--- src/rtl/audio_pkg.sv ---
`default_nettype none
// ============================================================================
//  Module      : audio_pkg
//  Description : Shared audio types for the effect path: stereo frame layout,
//                crossfade state encoding and a source-bus extraction helper.
//  Revision    : 1.0 - initial release
// ============================================================================
package audio_pkg;

    localparam int SAMPLE_W = 16;
    localparam int FRAME_W  = 32;
    localparam int SEL_W    = 4;
    // Widest source bus addressable by a SEL_W-bit select code.
    localparam int MAX_SRC  = 1 << SEL_W;

    // One stereo frame: left channel in the upper half, right in the lower.
    typedef struct packed {
        logic signed [SAMPLE_W-1:0] left;
        logic signed [SAMPLE_W-1:0] right;
    } frame_t;

    typedef enum logic [1:0] {
        IDLE     = 2'd0,
        FADE_OUT = 2'd1,
        SWITCH   = 2'd2,
        FADE_IN  = 2'd3
    } fade_state_t;

    // Pull source k out of a bus padded to MAX_SRC frames.
    function automatic frame_t get_src(input logic [MAX_SRC*FRAME_W-1:0] bus,
                                       input logic [SEL_W-1:0]           k);
        return bus[{k, 5'd0} +: FRAME_W];
    endfunction

endpackage : audio_pkg
`default_nettype wire

--- src/rtl/stereo_gain_scaler.sv ---
`default_nettype none
// ============================================================================
//  Module      : stereo_gain_scaler
//  Description : Combinational per-channel gain multiply. Each channel is
//                (sample * {0,gain}) >>> GAIN_W, truncated to SAMPLE_W bits.
//  Revision    : 1.0 - initial release
// ============================================================================
module stereo_gain_scaler
    import audio_pkg::*;
#(
    parameter int GAIN_W = 8
) (
    input  logic [FRAME_W-1:0] frame_in,
    input  logic [GAIN_W:0]    gain,
    output logic [FRAME_W-1:0] frame_out
);

    localparam int c_prod_w = SAMPLE_W + GAIN_W;

    frame_t                       w_in;
    frame_t                       w_out;
    logic signed [c_prod_w-1:0]   w_left_ext;
    logic signed [c_prod_w-1:0]   w_right_ext;
    logic signed [c_prod_w-1:0]   w_gain_ext;
    logic signed [c_prod_w-1:0]   w_prod_left;
    logic signed [c_prod_w-1:0]   w_prod_right;
    logic                         w_unused_frac;

    assign w_in = frame_t'(frame_in);

    // Operands are widened to the product width up front; the product fits in
    // SAMPLE_W+GAIN_W bits because |gain| <= 2^GAIN_W.
    assign w_left_ext  = {{GAIN_W{w_in.left[SAMPLE_W-1]}},  w_in.left};
    assign w_right_ext = {{GAIN_W{w_in.right[SAMPLE_W-1]}}, w_in.right};
    assign w_gain_ext  = {{(SAMPLE_W-1){1'b0}}, gain};

    assign w_prod_left  = w_left_ext  * w_gain_ext;
    assign w_prod_right = w_right_ext * w_gain_ext;

    // Arithmetic shift by GAIN_W then truncation is just the upper slice.
    assign w_out.left  = w_prod_left[GAIN_W +: SAMPLE_W];
    assign w_out.right = w_prod_right[GAIN_W +: SAMPLE_W];

    // Fractional bits are discarded by design.
    assign w_unused_frac = ^{w_prod_left[GAIN_W-1:0], w_prod_right[GAIN_W-1:0]};

    assign frame_out = w_out;

endmodule : stereo_gain_scaler
`default_nettype wire

--- src/rtl/effect_crossfader.sv ---
`default_nettype none
// ============================================================================
//  Module      : effect_crossfader
//  Description : Click-free effect source selector. On a select change the
//                current source is ramped to zero gain, the source is switched,
//                and the new source is ramped back to full scale. Gain steps
//                once per sample_tick.
//  Revision    : 1.0 - initial release
// ============================================================================
module effect_crossfader
    import audio_pkg::*;
#(
    parameter int NUM_SRC = 6,
    parameter int GAIN_W  = 8,
    parameter int STEP    = 4
) (
    input  logic                   clk,
    input  logic                   rst,
    input  logic                   sample_tick,
    input  logic [3:0]             sel,
    input  logic [NUM_SRC*32-1:0]  src_bus,
    output logic [31:0]            audio_out,
    output logic [3:0]             active_sel,
    output logic [GAIN_W:0]        gain,
    output logic                   busy
);

    localparam logic [GAIN_W:0] c_full    = {1'b1, {GAIN_W{1'b0}}};
    localparam logic [GAIN_W:0] c_step    = (GAIN_W+1)'(STEP);
    localparam logic [SEL_W:0]  c_num_src = (SEL_W+1)'(NUM_SRC);

    fade_state_t                 r_state;
    logic [SEL_W-1:0]            r_active_sel;
    logic [SEL_W-1:0]            r_pending;
    logic [GAIN_W:0]             r_gain;
    logic [FRAME_W-1:0]          r_audio_out;

    logic [SEL_W-1:0]            w_eff_sel;
    logic [GAIN_W:0]             w_gain_next;
    logic [MAX_SRC*FRAME_W-1:0]  w_bus_ext;
    logic [FRAME_W-1:0]          w_cur_frame;
    logic [FRAME_W-1:0]          w_scaled;

    // Out-of-range select codes fall back to source 0.
    assign w_eff_sel = ({1'b0, sel} < c_num_src) ? sel : '0;

    // Pad the source bus to the full select range so extraction is uniform.
    generate
        if (NUM_SRC < MAX_SRC) begin : g_pad_bus
            assign w_bus_ext = {{((MAX_SRC-NUM_SRC)*FRAME_W){1'b0}}, src_bus};
        end else begin : g_full_bus
            assign w_bus_ext = src_bus;
        end
    endgenerate

    assign w_cur_frame = get_src(w_bus_ext, r_active_sel);

    // Gain after this clock's tick, saturating at 0 and at full scale.
    always_comb begin
        w_gain_next = r_gain;
        if (sample_tick) begin
            if (r_state == FADE_OUT) begin
                w_gain_next = (r_gain > c_step) ? (r_gain - c_step) : '0;
            end else if (r_state == FADE_IN) begin
                w_gain_next = (r_gain < (c_full - c_step)) ? (r_gain + c_step) : c_full;
            end
        end
    end

    // Crossfade sequencer: select changes take priority over ramp completion.
    always_ff @(posedge clk) begin
        if (rst) begin
            r_state      <= IDLE;
            r_active_sel <= '0;
            r_pending    <= '0;
            r_gain       <= c_full;
        end else begin
            unique case (r_state)
                IDLE: begin
                    r_gain <= c_full;
                    if (w_eff_sel != r_active_sel) begin
                        r_pending <= w_eff_sel;
                        r_state   <= FADE_OUT;
                    end
                end
                FADE_OUT: begin
                    r_gain    <= w_gain_next;
                    r_pending <= w_eff_sel;
                    if (w_eff_sel == r_active_sel) begin
                        r_state <= FADE_IN;
                    end else if (w_gain_next == '0) begin
                        r_state <= SWITCH;
                    end
                end
                SWITCH: begin
                    r_gain       <= '0;
                    r_active_sel <= r_pending;
                    r_state      <= FADE_IN;
                end
                FADE_IN: begin
                    r_gain <= w_gain_next;
                    if (w_eff_sel != r_active_sel) begin
                        r_pending <= w_eff_sel;
                        r_state   <= FADE_OUT;
                    end else if (w_gain_next == c_full) begin
                        r_state <= IDLE;
                    end
                end
                default: begin
                    r_state <= IDLE;
                end
            endcase
        end
    end

    stereo_gain_scaler #(
        .GAIN_W    (GAIN_W)
    ) u_scaler (
        .frame_in  (w_cur_frame),
        .gain      (r_gain),
        .frame_out (w_scaled)
    );

    // Output register: one clock from source, gain and active select.
    always_ff @(posedge clk) begin
        if (rst) begin
            r_audio_out <= '0;
        end else begin
            r_audio_out <= w_scaled;
        end
    end

    assign audio_out  = r_audio_out;
    assign active_sel = r_active_sel;
    assign gain       = r_gain;
    assign busy       = (r_state != IDLE);

endmodule : effect_crossfader
`default_nettype wire
--- config.mk ---
export PLATFORM = sky130hd
export DESIGN_NAME = effect_crossfader
export DESIGN_NICKNAME = d
export VERILOG_FILES = /design/src/rtl/audio_pkg.sv /design/src/rtl/stereo_gain_scaler.sv /design/src/rtl/effect_crossfader.sv
export SDC_FILE = /design/constraint.sdc
export NUM_CORES = 1
export LEC_CHECK = 0
export CAP_MARGIN = 20
export CORE_UTILIZATION = 45
export DETAILED_ROUTE_END_ITERATION = 6
export PLACE_DENSITY = 0.7
export REMOVE_ABC_BUFFERS = 1
export SYNTH_ARGS = -nofsm -noshare
export SYNTH_HDL_FRONTEND = slang
export SYNTH_SLANG_ARGS = --single-unit
export TNS_END_PERCENT = 50
--- constraint.sdc ---
create_clock -name clk -period 9.7 [get_ports clk]
set_input_delay 2.425 -clock clk [delete_from_list [all_inputs] [get_ports clk]]
set_output_delay 2.425 -clock clk [all_outputs]
set_load 0.02 [all_outputs]
==> results by stage <==
Outcome:
- The run finished with clean final reports.

Logic synthesis:
- After synthesis the netlist holds a flip-flop and latch count of 51.
- By instance count, the leading cell after synthesis is inv_1.
- The part of the Yosys area used for sequential elements is 0.0781.
- The most used flip-flop cell after synthesis is dfxtp_1.
- For this run, the number of Yosys warnings is 0.
- The post-synthesis average cell area is 8.75 um2.
- Of all cell types, the one taking the most synthesized area is fa_1.
- After synthesis the cells add up to 13100 um2.
- The synthesized design contains 0 enable-type register cells.
- By area the synthesized netlist is led by fa_1 35%, ha_1 10%, inv_1 7.9%.
- The top cell type's share of synthesized area is 0.349.
- After synthesis, the most frequently instantiated cells are 274 x inv_1, 228 x fa_1, 147 x nand2_1, 123 x nor2_1, 108 x ha_1.
- The netlist uses 74 different library cells.
- Synthesis produced 1494 cells.
- The async set-or-reset flop fraction in the synthesized netlist is 0.

Clock network:
- Post-CTS timing repair inserted 0 buffers for setup.
- The number of buffers on the longest clock path is 2.
- The CTS tree is built.
- The hold-fix buffer count after cts is 0.
- In this run the clock root is driven by a clkbuf_16.
- The number of clock sinks is 51.
- After clock tree synthesis, the repair step resized 0 gates.
- The later-pin clock latency in the skew report is 320 ps.
- Clock-pin slew was measured on the worst setup and hold paths at 70 ps.
- In this run the number of H-tree levels came out at 2.
- The number of buffers created by CTS is 5.

Global routing:
- For this run the aggregate overflow at the end of global routing stands at 0.
- The number of antenna violations at the first check in global routing is 1.
- Entering global routing, the biggest net connects 53 pins.
- The number of global-route vias before repair came to 11700.
- The wire length of the first global-routing pass is 57600 um.
- For this run, the total global-route usage over all layers was measured as 0.249.

Timing:
- Setup repair after global routing left no endpoint under its margin.
- The total count of max-transition violations in the final report is 0.
- For this run, the top clock speed supported by timing is 0.113 GHz.
- The transition time of the tightest slew-check pin is 999 ps.
- On the final layout, the worst clock skew is 9.67 ps.
- Headroom to the max-slew limit came out at 0.333.
- Subtracting the final worst setup slack from the clock period gives 8860 ps.
- Of the available clock period, the critical path in the final layout requires 0.914.
- The count of final setup violators is 0.
- The number of hold-slack violations in the final timing report is 0.
- Summed over all failing endpoints, the final setup total negative slack is 0 ps.

Floorplanning:
- The number of primary I/O pins is 245.
- The die outline width is 172 um.
- In this run the core area contains 62 standard-cell rows.
- The initial utilization of the core area, before any placement, comes to 0.457.
- The overall die area is 29700 um2.
- The floorplan step set the die height to 172 um.
- The placeable core area is 28600 um2.

Finish:
- In the final layout, the share of cells above drive strength 1 is 0.0473.
- The number of cells in the finished layout apart from fillers is 2075.
- The number of nets in the layout is 2224.
- The count of filler cells inserted in the layout is 2577.
- The sequential cells in the finished layout cover a total of 1030 um2.
- The area of the multi-input gates is 10700 um2.
- The finished cells cover 16000 um2.
- From synthesis to final layout, the design area changed by 22.3%.

Detailed routing:
- In this run the remaining antenna-violating nets after routing total 0.
- The first detailed-routing pass took 5 iterations.
- The DRC violation count after routing is 0.
- The count of routing violations after the opening detailed-route iteration is 532.
- Dividing the detail-routed via count by the number of cells gives 5.36.
- The via count is 11100.
- The average routed wire per standard cell is 16.9 um.
- The routed design has 35100 um of wire.

Placement:
- The congestion estimate from routability-driven global placement came to 0.894.
- The number of placed instances with taps included is 2066.
- The half-perimeter wire length of the detailed placement result is 27700 um.
- The number of I/O port buffers is 244.
- Once placement finished, the instance area stood at 15800 um2.

Pwr:
- The power density over cell area is 98.8 nW/um2.
- The leakage component of the power is 0.00744 uW.
- The maximum vdd drop is 0.0000756 V.

Worst hold path:
- The min-delay analysis places its worst path in the category reg2reg.

Critical path:
- At the worst endpoint, the arrival time is 9040 ps.
- The category of the worst setup path launch point is an input pin.
- The cell with the most instances on the worst path is fa_1.
- Broken down by cell family, the worst path's largest delay share belongs to adder cells.
- The delay of the slowest cell on the worst path is 530 ps.
- The number of buffers and inverters on the critical path is 5.
- The highest-delay cell along the critical path is fa_1.
- STA classifies the critical path endpoint as a flip-flop.
- For the worst setup path, the data required time is 9870 ps.
- The critical-path maximum fanout is 6.
- The worst setup path is of the in2reg kind.

Flow run:
- The tool flagged a number of max-cap violations equal to 0.
-- worst min-delay path, delay by kind of cell, from the launching register on --
| kind | cells | cell delay, ps |
|---|---|---|
| simple gates | 1 | 60 |
| flops | 1 | 310 |
| compound gates | 1 | 50 |
-- power by group --
group | internal, uW | leakage, uW | switching (uW)
registers | 258 | 0.000422 | 28.7
logic | 496 | 0.00695 | 604
clock network | 96.3 | 0.0000679 | 95.4
total | 851 | 0.00744 | 728
-- final timing paths --
check	start	to	slack, ps	cells after the start
max	src_bus[51]	audio_out[29]	840	25
min reg2reg	r_pending[2]	r_pending[2]	470	2
min	r_pending[2]	r_pending[2]	470	2
max reg2reg	active_sel[2]	audio_out[29]	2140	27
-- cells by family (layout without fill, tap and decap cells) --
kind of cell,count (synthesis),count (layout),synth area share
simple gates,500,500,0.181
buf+inv,353,549,0.103
fa+ha+maj,336,336,0.453
compound gates,137,137,0.0715
mux,76,76,0.0861
flops,51,51,0.0781
xor+xnor,41,41,0.0275
other cells,0,1,0
-- layer usage --
layer / GRT usage / routed length [um]
met1: 0.311 / 14300
met2: 0.437 / 17300
met5: 0 / 0
met3: 0.0428 / 2770
met4: 0.0743 / 786
-- area by class of cell --
| cell class | instances | area share |
|---|---|---|
| flip-flops and latches | 51 | 0.0644 |
| clock buffers | 7 | 0.00830 |
| repair buffers | 266 | 0.163 |
| inverters | 275 | 0.0646 |
| clock inverters | 1 | 0.000313 |
| diodes | 1 | 0.000157 |
| multi-input cells | 1090 | 0.669 |
| well taps | 384 | 0.0301 |
-- through the flow --
| stage | setup slack, ps | hold slack [ps] | power (uW) | util |
|---|---|---|---|---|
| after floorplan | 889 | 440 | 1020 | - |
| after global placement | 749 | 456 | 1370 | 0.554 |
| after detailed placement | 576 | 468 | 1390 | 0.554 |
| after CTS | 892 | 479 | 1590 | 0.558 |
| after global routing | 503 | 497 | 1740 | 0.558 |
| final | 836 | 474 | 1580 | 0.558 |
-- flip-flops by register name, summed over array words and instances, names as in the netlist --
signal and cells:
audio_out 32, gain 9, active_sel 4, r_state 2, r_pending 4
-- cell usage in the layout, fill, tap and decap left out, types with 8 or more instances in the layout --
cell type / n
a211oi_1: 8
a21o_1: 10
a21oi_1: 57
and2_1: 41
buf_4: 22
clkdlybuf4s50_1: 243
dfxtp_1: 48
fa_1: 228
ha_1: 108
inv_1: 274
mux2i_1: 46
mux4_2: 29
nand2_1: 147
nand2b_1: 9
nand3_1: 11
nand4_1: 11
nor2_1: 123
nor2b_1: 14
nor3_1: 104
o21ai_0: 20
xnor2_1: 30
xor2_1: 11
Power figures use the tool's default switching activity.
